===== config.mk =====
export PLATFORM = sky130hd
export DESIGN_NAME = imm_gen_pipe
export DESIGN_NICKNAME = d
export VERILOG_FILES = /design/src/rtl/imm_pkg.sv /design/src/rtl/imm_decode.sv /design/src/rtl/imm_gen_pipe.sv
export SDC_FILE = /design/constraint.sdc
export NUM_CORES = 1
export LEC_CHECK = 0
export ABC_CLOCK_PERIOD_IN_PS = 1800
export CORE_ASPECT_RATIO = 1.75
export CORE_MARGIN = 4
export CORE_UTILIZATION = 34
export CTS_BUF_LIST = sky130_fd_sc_hd__clkbuf_8
export DETAILED_ROUTE_END_ITERATION = 12
export GPL_TIMING_DRIVEN = 0
export RECOVER_POWER = 25
export SLEW_MARGIN = 20
export SYNTH_ARGS = -nofsm -noshare
export SYNTH_HDL_FRONTEND = slang
export SYNTH_SLANG_ARGS = --single-unit

===== constraint.sdc =====
create_clock -name clk -period 1.8 [get_ports clk]
set_input_delay 0.36 -clock clk [delete_from_list [all_inputs] [get_ports clk]]
set_output_delay 0.36 -clock clk [all_outputs]
set_load 0.01 [all_outputs]

===== src/rtl/imm_pkg.sv =====
// rtl/imm_pkg.sv - opcode constants and format encoding for the immediate generator
package imm_pkg;

    localparam int FMT_W = 3;

    typedef enum logic [FMT_W-1:0] {
        FMT_NONE = 3'd0,
        FMT_I    = 3'd1,
        FMT_S    = 3'd2,
        FMT_B    = 3'd3,
        FMT_U    = 3'd4,
        FMT_J    = 3'd5
    } fmt_e;

    localparam logic [6:0] OPC_LUI     = 7'b0110111;
    localparam logic [6:0] OPC_AUIPC   = 7'b0010111;
    localparam logic [6:0] OPC_JAL     = 7'b1101111;
    localparam logic [6:0] OPC_JALR    = 7'b1100111;
    localparam logic [6:0] OPC_BRANCH  = 7'b1100011;
    localparam logic [6:0] OPC_LOAD    = 7'b0000011;
    localparam logic [6:0] OPC_STORE   = 7'b0100011;
    localparam logic [6:0] OPC_OPIMM   = 7'b0010011;
    localparam logic [6:0] OPC_OPIMM32 = 7'b0011011;
    localparam logic [6:0] OPC_MISCMEM = 7'b0001111;
    localparam logic [6:0] OPC_SYSTEM  = 7'b1110011;

endpackage


===== src/rtl/imm_decode.sv =====
// rtl/imm_decode.sv - combinational RISC-V immediate decode, sign-extended to XLEN
module imm_decode
    import imm_pkg::*;
#(
    parameter int XLEN       = 32,
    parameter int RV64_OPS   = 0,
    parameter int SYSTEM_IMM = 1
) (
    input  logic [31:0]      i_instr,
    output logic [XLEN-1:0]  o_imm,
    output logic [FMT_W-1:0] o_fmt,
    output logic             o_illegal
);

    // OP-IMM-32 only exists on RV64
    localparam bit OPIMM32_EN = (XLEN == 64) && (RV64_OPS != 0);
    localparam bit SYSTEM_EN  = (SYSTEM_IMM != 0);

    fmt_e        w_fmt;
    logic [31:0] w_raw;

    always_comb begin
        w_fmt = FMT_NONE;
        w_raw = '0;
        case (i_instr[6:0])
            OPC_LUI, OPC_AUIPC: begin
                w_fmt = FMT_U;
                w_raw = {i_instr[31:12], 12'b0};
            end
            OPC_JALR, OPC_LOAD, OPC_OPIMM, OPC_MISCMEM: begin
                w_fmt = FMT_I;
                w_raw = {{20{i_instr[31]}}, i_instr[31:20]};
            end
            OPC_OPIMM32: begin
                if (OPIMM32_EN) begin
                    w_fmt = FMT_I;
                    w_raw = {{20{i_instr[31]}}, i_instr[31:20]};
                end
            end
            OPC_SYSTEM: begin
                if (SYSTEM_EN) begin
                    w_fmt = FMT_I;
                    w_raw = {{20{i_instr[31]}}, i_instr[31:20]};
                end
            end
            OPC_STORE: begin
                w_fmt = FMT_S;
                w_raw = {{20{i_instr[31]}}, i_instr[31:25], i_instr[11:7]};
            end
            OPC_BRANCH: begin
                w_fmt = FMT_B;
                w_raw = {{19{i_instr[31]}}, i_instr[31], i_instr[7],
                         i_instr[30:25], i_instr[11:8], 1'b0};
            end
            OPC_JAL: begin
                w_fmt = FMT_J;
                w_raw = {{11{i_instr[31]}}, i_instr[31], i_instr[19:12],
                         i_instr[20], i_instr[30:21], 1'b0};
            end
            default: ;
        endcase
    end

    generate
        if (XLEN > 32) begin : g_wide
            assign o_imm = {{(XLEN-32){w_raw[31]}}, w_raw};
        end else begin : g_narrow
            assign o_imm = w_raw;
        end
    endgenerate

    assign o_fmt     = w_fmt;
    assign o_illegal = (w_fmt == FMT_NONE);

endmodule


===== src/rtl/imm_gen_pipe.sv =====
// rtl/imm_gen_pipe.sv - registered immediate generator with a 2-entry skid buffer
module imm_gen_pipe
    import imm_pkg::*;
#(
    parameter int XLEN       = 32,
    parameter int RV64_OPS   = 0,
    parameter int SYSTEM_IMM = 1
) (
    input  logic             clk,
    input  logic             rst_n,
    input  logic             flush,
    input  logic             in_valid,
    output logic             in_ready,
    input  logic [31:0]      instr,
    output logic             out_valid,
    input  logic             out_ready,
    output logic [31:0]      out_instr,
    output logic [XLEN-1:0]  imm,
    output logic [FMT_W-1:0] fmt,
    output logic             illegal
);

    logic [XLEN-1:0]  w_dec_imm;
    logic [FMT_W-1:0] w_dec_fmt;
    logic             w_dec_ill;

    imm_decode #(
        .XLEN       (XLEN),
        .RV64_OPS   (RV64_OPS),
        .SYSTEM_IMM (SYSTEM_IMM)
    ) u_decode (
        .i_instr   (instr),
        .o_imm     (w_dec_imm),
        .o_fmt     (w_dec_fmt),
        .o_illegal (w_dec_ill)
    );

    // M drives the outputs; K catches the one word in flight when M stalls
    logic             r_m_valid, r_k_valid;
    logic [31:0]      r_m_instr, r_k_instr;
    logic [XLEN-1:0]  r_m_imm,   r_k_imm;
    logic [FMT_W-1:0] r_m_fmt,   r_k_fmt;
    logic             r_m_ill,   r_k_ill;

    logic w_accept;
    logic w_drain;

    assign w_accept = in_valid && !r_k_valid;
    assign w_drain  = r_m_valid && out_ready;

    always_ff @(posedge clk or negedge rst_n) begin
        if (!rst_n) begin
            r_m_valid <= 1'b0;
            r_k_valid <= 1'b0;
            r_m_instr <= '0;
            r_m_imm   <= '0;
            r_m_fmt   <= FMT_NONE;
            r_m_ill   <= 1'b0;
            r_k_instr <= '0;
            r_k_imm   <= '0;
            r_k_fmt   <= FMT_NONE;
            r_k_ill   <= 1'b0;
        end else if (flush) begin
            r_m_valid <= 1'b0;
            r_k_valid <= 1'b0;
        end else if (w_drain) begin
            if (r_k_valid) begin
                r_m_instr <= r_k_instr;
                r_m_imm   <= r_k_imm;
                r_m_fmt   <= r_k_fmt;
                r_m_ill   <= r_k_ill;
                r_k_valid <= 1'b0;
            end else if (w_accept) begin
                r_m_instr <= instr;
                r_m_imm   <= w_dec_imm;
                r_m_fmt   <= w_dec_fmt;
                r_m_ill   <= w_dec_ill;
            end else begin
                r_m_valid <= 1'b0;
            end
        end else if (w_accept) begin
            if (!r_m_valid) begin
                r_m_valid <= 1'b1;
                r_m_instr <= instr;
                r_m_imm   <= w_dec_imm;
                r_m_fmt   <= w_dec_fmt;
                r_m_ill   <= w_dec_ill;
            end else begin
                r_k_valid <= 1'b1;
                r_k_instr <= instr;
                r_k_imm   <= w_dec_imm;
                r_k_fmt   <= w_dec_fmt;
                r_k_ill   <= w_dec_ill;
            end
        end
    end

    assign in_ready  = !r_k_valid;
    assign out_valid = r_m_valid;
    assign out_instr = r_m_instr;
    assign imm       = r_m_imm;
    assign fmt       = r_m_fmt;
    assign illegal   = r_m_ill;

endmodule


==> results summary <==
The initial antenna violation count came to 0. The detailed router placed 5840 vias in this run. The top cell types in the final layout, fill and taps aside, are sky130_fd_sc_hd__nand2_1, sky130_fd_sc_hd__dfrtp_1, sky130_fd_sc_hd__clkdlybuf4s50_1. The first-pass GRT wire length came out at 32500 um. The tightest min-delay check is of the in -> reg type.

The worst setup path is captured at a flop. The power per standard cell area is 949 nW/um2. The cell count after placement is 1061.

Of all nets on the critical path, the largest fanout is 7. The post-place instance area came out at 7640 um2. Setup repair after global routing could not meet its margin everywhere. The checks that failed: negative setup slack. The final clock period utilization by the worst path is 100%. The final setup violation count came out at 12.

The final weighted congestion in routability-driven placement came out at 0.882. The count of nets left with antenna violations after detail routing came out at 0. Data on the critical path is required at its endpoint by 2190 ps. Entering global routing, the biggest net connects 90 pins. The register clock-pin slew on the reported worst setup and hold paths is 90 ps.

In this run the deepest clock path goes through 2 buffers. The wire length the detailed router placed on met1 came out at 8200 um. On the final layout, the worst clock skew is 16.6 ps. Once layout is complete, the utilization of the core stands at 47.2%.

After the last flow step, the layout net total stands at 897. In this run, synthesis produced a sequential element count of 138. The synthesized netlist occupies a cell area of 6260 um2. The fraction of final layout cells sized beyond drive strength 1 is 16.6%. The full die area came out at 20700 um2. The floorplan die height is 188 um. In the routed layout, each cell is associated on average with a via count of 5.28. The headroom to the max-slew limit came out at 44.5%. The number of nets in the synthesized netlist came out at 759. The run finished, with violations left.

After detailed routing, the average wire length per cell comes to 18.7 um. The iteration count of the initial detailed-routing pass came out at 5. At the worst endpoint, the arrival time is 2190 ps. The initial core utilization is 34.7%. The area of the core came out at 18100 um2. The count of port buffers added during placement is 104.

The average cell area after synthesis is 8.67 um2. In the routed design, unresolved DRC markers number 0. With fillers left out, the area of the finished cells amounts to 8520 um2. The insertion delay of the later-clocked pin in the worst-skew pair is 450 ps. The startpoint type of the worst setup path is a flop. The CTS root buffer is sky130_fd_sc_hd__clkbuf_8. The total congestion overflow is 0. The count of yosys warnings during synthesis is 0.

The minimum clock period is 1810 ps. The most common cell after layout, fill and taps aside is sky130_fd_sc_hd__nand2_1. The type of the worst setup path is reg -> reg.

The synthesized design contains 0 enable-type register cells. The reported max-cap violation count is 0. In this run the core area contains 65 standard-cell rows. The routed length on met3 is 674 um.

The signed area change from the synthesized netlist to the final layout is 36.0%. The level count of the clock H-tree came out at 4. Wires add up to 20700 um. The count of pins over their slew limit came out at 0.

Once routing completed, OpenROAD measured the worst setup slack at -7.10 ps. The highest clock rate is 553 MHz. The detailed router's first-iteration violation count is 360.

Adding up every negative setup slack in the final design gives -45.8 ps. The number of antenna diodes in the final layout is 0. IR analysis of the VDD net gives a maximum drop of 0.497 mV.

The chip width came out at 111 um. The minimum setup slack after placement came out at -1150 ps. For this design the top-level I/O count stands at 107. In the synthesized netlist, the number of instances is 722. The number of hold violations in the final report is 0. The clock sink total came out at 138. The highest layer touched by signal routing is met4.

TritonCTS built the clock tree. In the detailed route, the total length drawn on met2 is 11300 um. The share of the Yosys chip area taken by registers is 55.1%.

In this run, distinct cell masters in the synthesized netlist total 40. Global routing used 19.7% of the available tracks. The total leakage power came out at 3.86 nW. The slew at the pin closest to its max-slew limit is 833 ps. The top flip-flop cell by instance count after synthesis is sky130_fd_sc_hd__dfrtp_1. The non-filler instance count after layout came out at 1107. The post-DP HPWL came out at 14600 um. The via count of the first global-routing pass came out at 5993. In this run, CTS created clock tree buffers numbering 17. The share of flip-flops with an asynchronous set or reset is 100%.
## critical path, stage by stage (launching register included)
cell and delay, ps:
sky130_fd_sc_hd__dfrtp_2 430, sky130_fd_sc_hd__and2b_2 210, sky130_fd_sc_hd__or3b_4 430, sky130_fd_sc_hd__and4bb_1 280, sky130_fd_sc_hd__buf_6 110, sky130_fd_sc_hd__nand2_4 60, sky130_fd_sc_hd__buf_6 160, sky130_fd_sc_hd__nand3_2 50
## cells by family after synthesis
group / Yosys count / synth area share, %
simple gates: 328 / 22.2
compound gates: 189 / 18.0
flops: 138 / 55.1
xor+xnor: 1 / 0.140
buf+inv: 66 / 4.50
## flip-flops by register name, summed over array words and instances (netlist names)
name and cells:
r_k_imm 32, imm 32, r_k_ill 1, r_k_valid 1
out_instr 32, r_k_instr 32, fmt 3, illegal 1
r_k_fmt 3, out_valid 1
## power breakdown
group          switching, mW  total [mW]  internal [mW]  leakage [nW]
clock network           1.40        2.40           1.00         0.178
logic                  0.875        1.74          0.870          1.97
registers              0.312        3.94           3.63          1.71
total                   2.58        8.08           5.50          3.86
## area by class of cell
cell class              count  area (um2)
fillers                  1773        9540
flip-flops and latches    138        3460
multi-input cells         518        2760
repair buffers            121        1220
plain buffers              54         383
well taps                 234         293
clock buffers              17         234
clock inverters            15         133
inverters                  10        37.5
## synthesized netlist by cell type (3+ instances only)
library cell                 n  area (um2)
sky130_fd_sc_hd__a22o_1      8        70.1
sky130_fd_sc_hd__o31ai_1    11        82.6
sky130_fd_sc_hd__dfrtp_1   138        3450
sky130_fd_sc_hd__a21oi_1    53         265
sky130_fd_sc_hd__and2_1      3        18.8
sky130_fd_sc_hd__o21ai_0    46         230
sky130_fd_sc_hd__nor2b_1     3        18.8
sky130_fd_sc_hd__o22ai_1     6        37.5
sky130_fd_sc_hd__buf_2       9        45.0
sky130_fd_sc_hd__a31oi_1    39         244
sky130_fd_sc_hd__buf_1       4        15.0
sky130_fd_sc_hd__nand3_1    28         140
sky130_fd_sc_hd__or3_1      12        75.1
sky130_fd_sc_hd__a211oi_1   16         120
sky130_fd_sc_hd__a22oi_1     4        30.0
sky130_fd_sc_hd__clkbuf_1   39         146
sky130_fd_sc_hd__nand4_1     3        18.8
sky130_fd_sc_hd__and3_1      3        18.8
sky130_fd_sc_hd__nor2_1     64         240
sky130_fd_sc_hd__nand2_1   197         739
sky130_fd_sc_hd__inv_1      10        37.5
## per-layer routing
layer  track usage [%]  vias up
met5                 0        -
met4              7.73        0
met1              22.3     2885
li1                  -     2770
met2              36.6      153
met3              3.20       32
## per-stage QoR
step                      total power [mW]  hold WS, ps
final                                 8.08          265
after global routing                  8.51          265
after CTS                             8.10          236
after detailed placement              5.66          294
after global placement                5.61          455
after floorplan                       4.68         64.4
## timing repair
action                                  in CTS  in global routing
pin swaps                                    5                 11
hold buffers                                 1                  0
resized for setup                           93                 67
endpoints found under the hold margin       49                  0
cloned                                       1                  1
endpoints found under the setup margin     137                118
setup buffers                                9                  4
## final timing paths
kind                            endpoint  slack (ps)  depth (start not counted)  startpoint
min in group asynchronous   out_instr[4]         390                          2       rst_n
max                          r_k_imm[21]          -7                          7   out_valid
max in group asynchronous  out_instr[21]         280                          3       rst_n
max reg2reg                  r_k_imm[21]          -7                          7   out_valid
min reg2reg                      imm[25]         480                          2     imm[25]
min                         out_instr[6]         260                          3    instr[6]
Power figures use the tool's default switching activity.
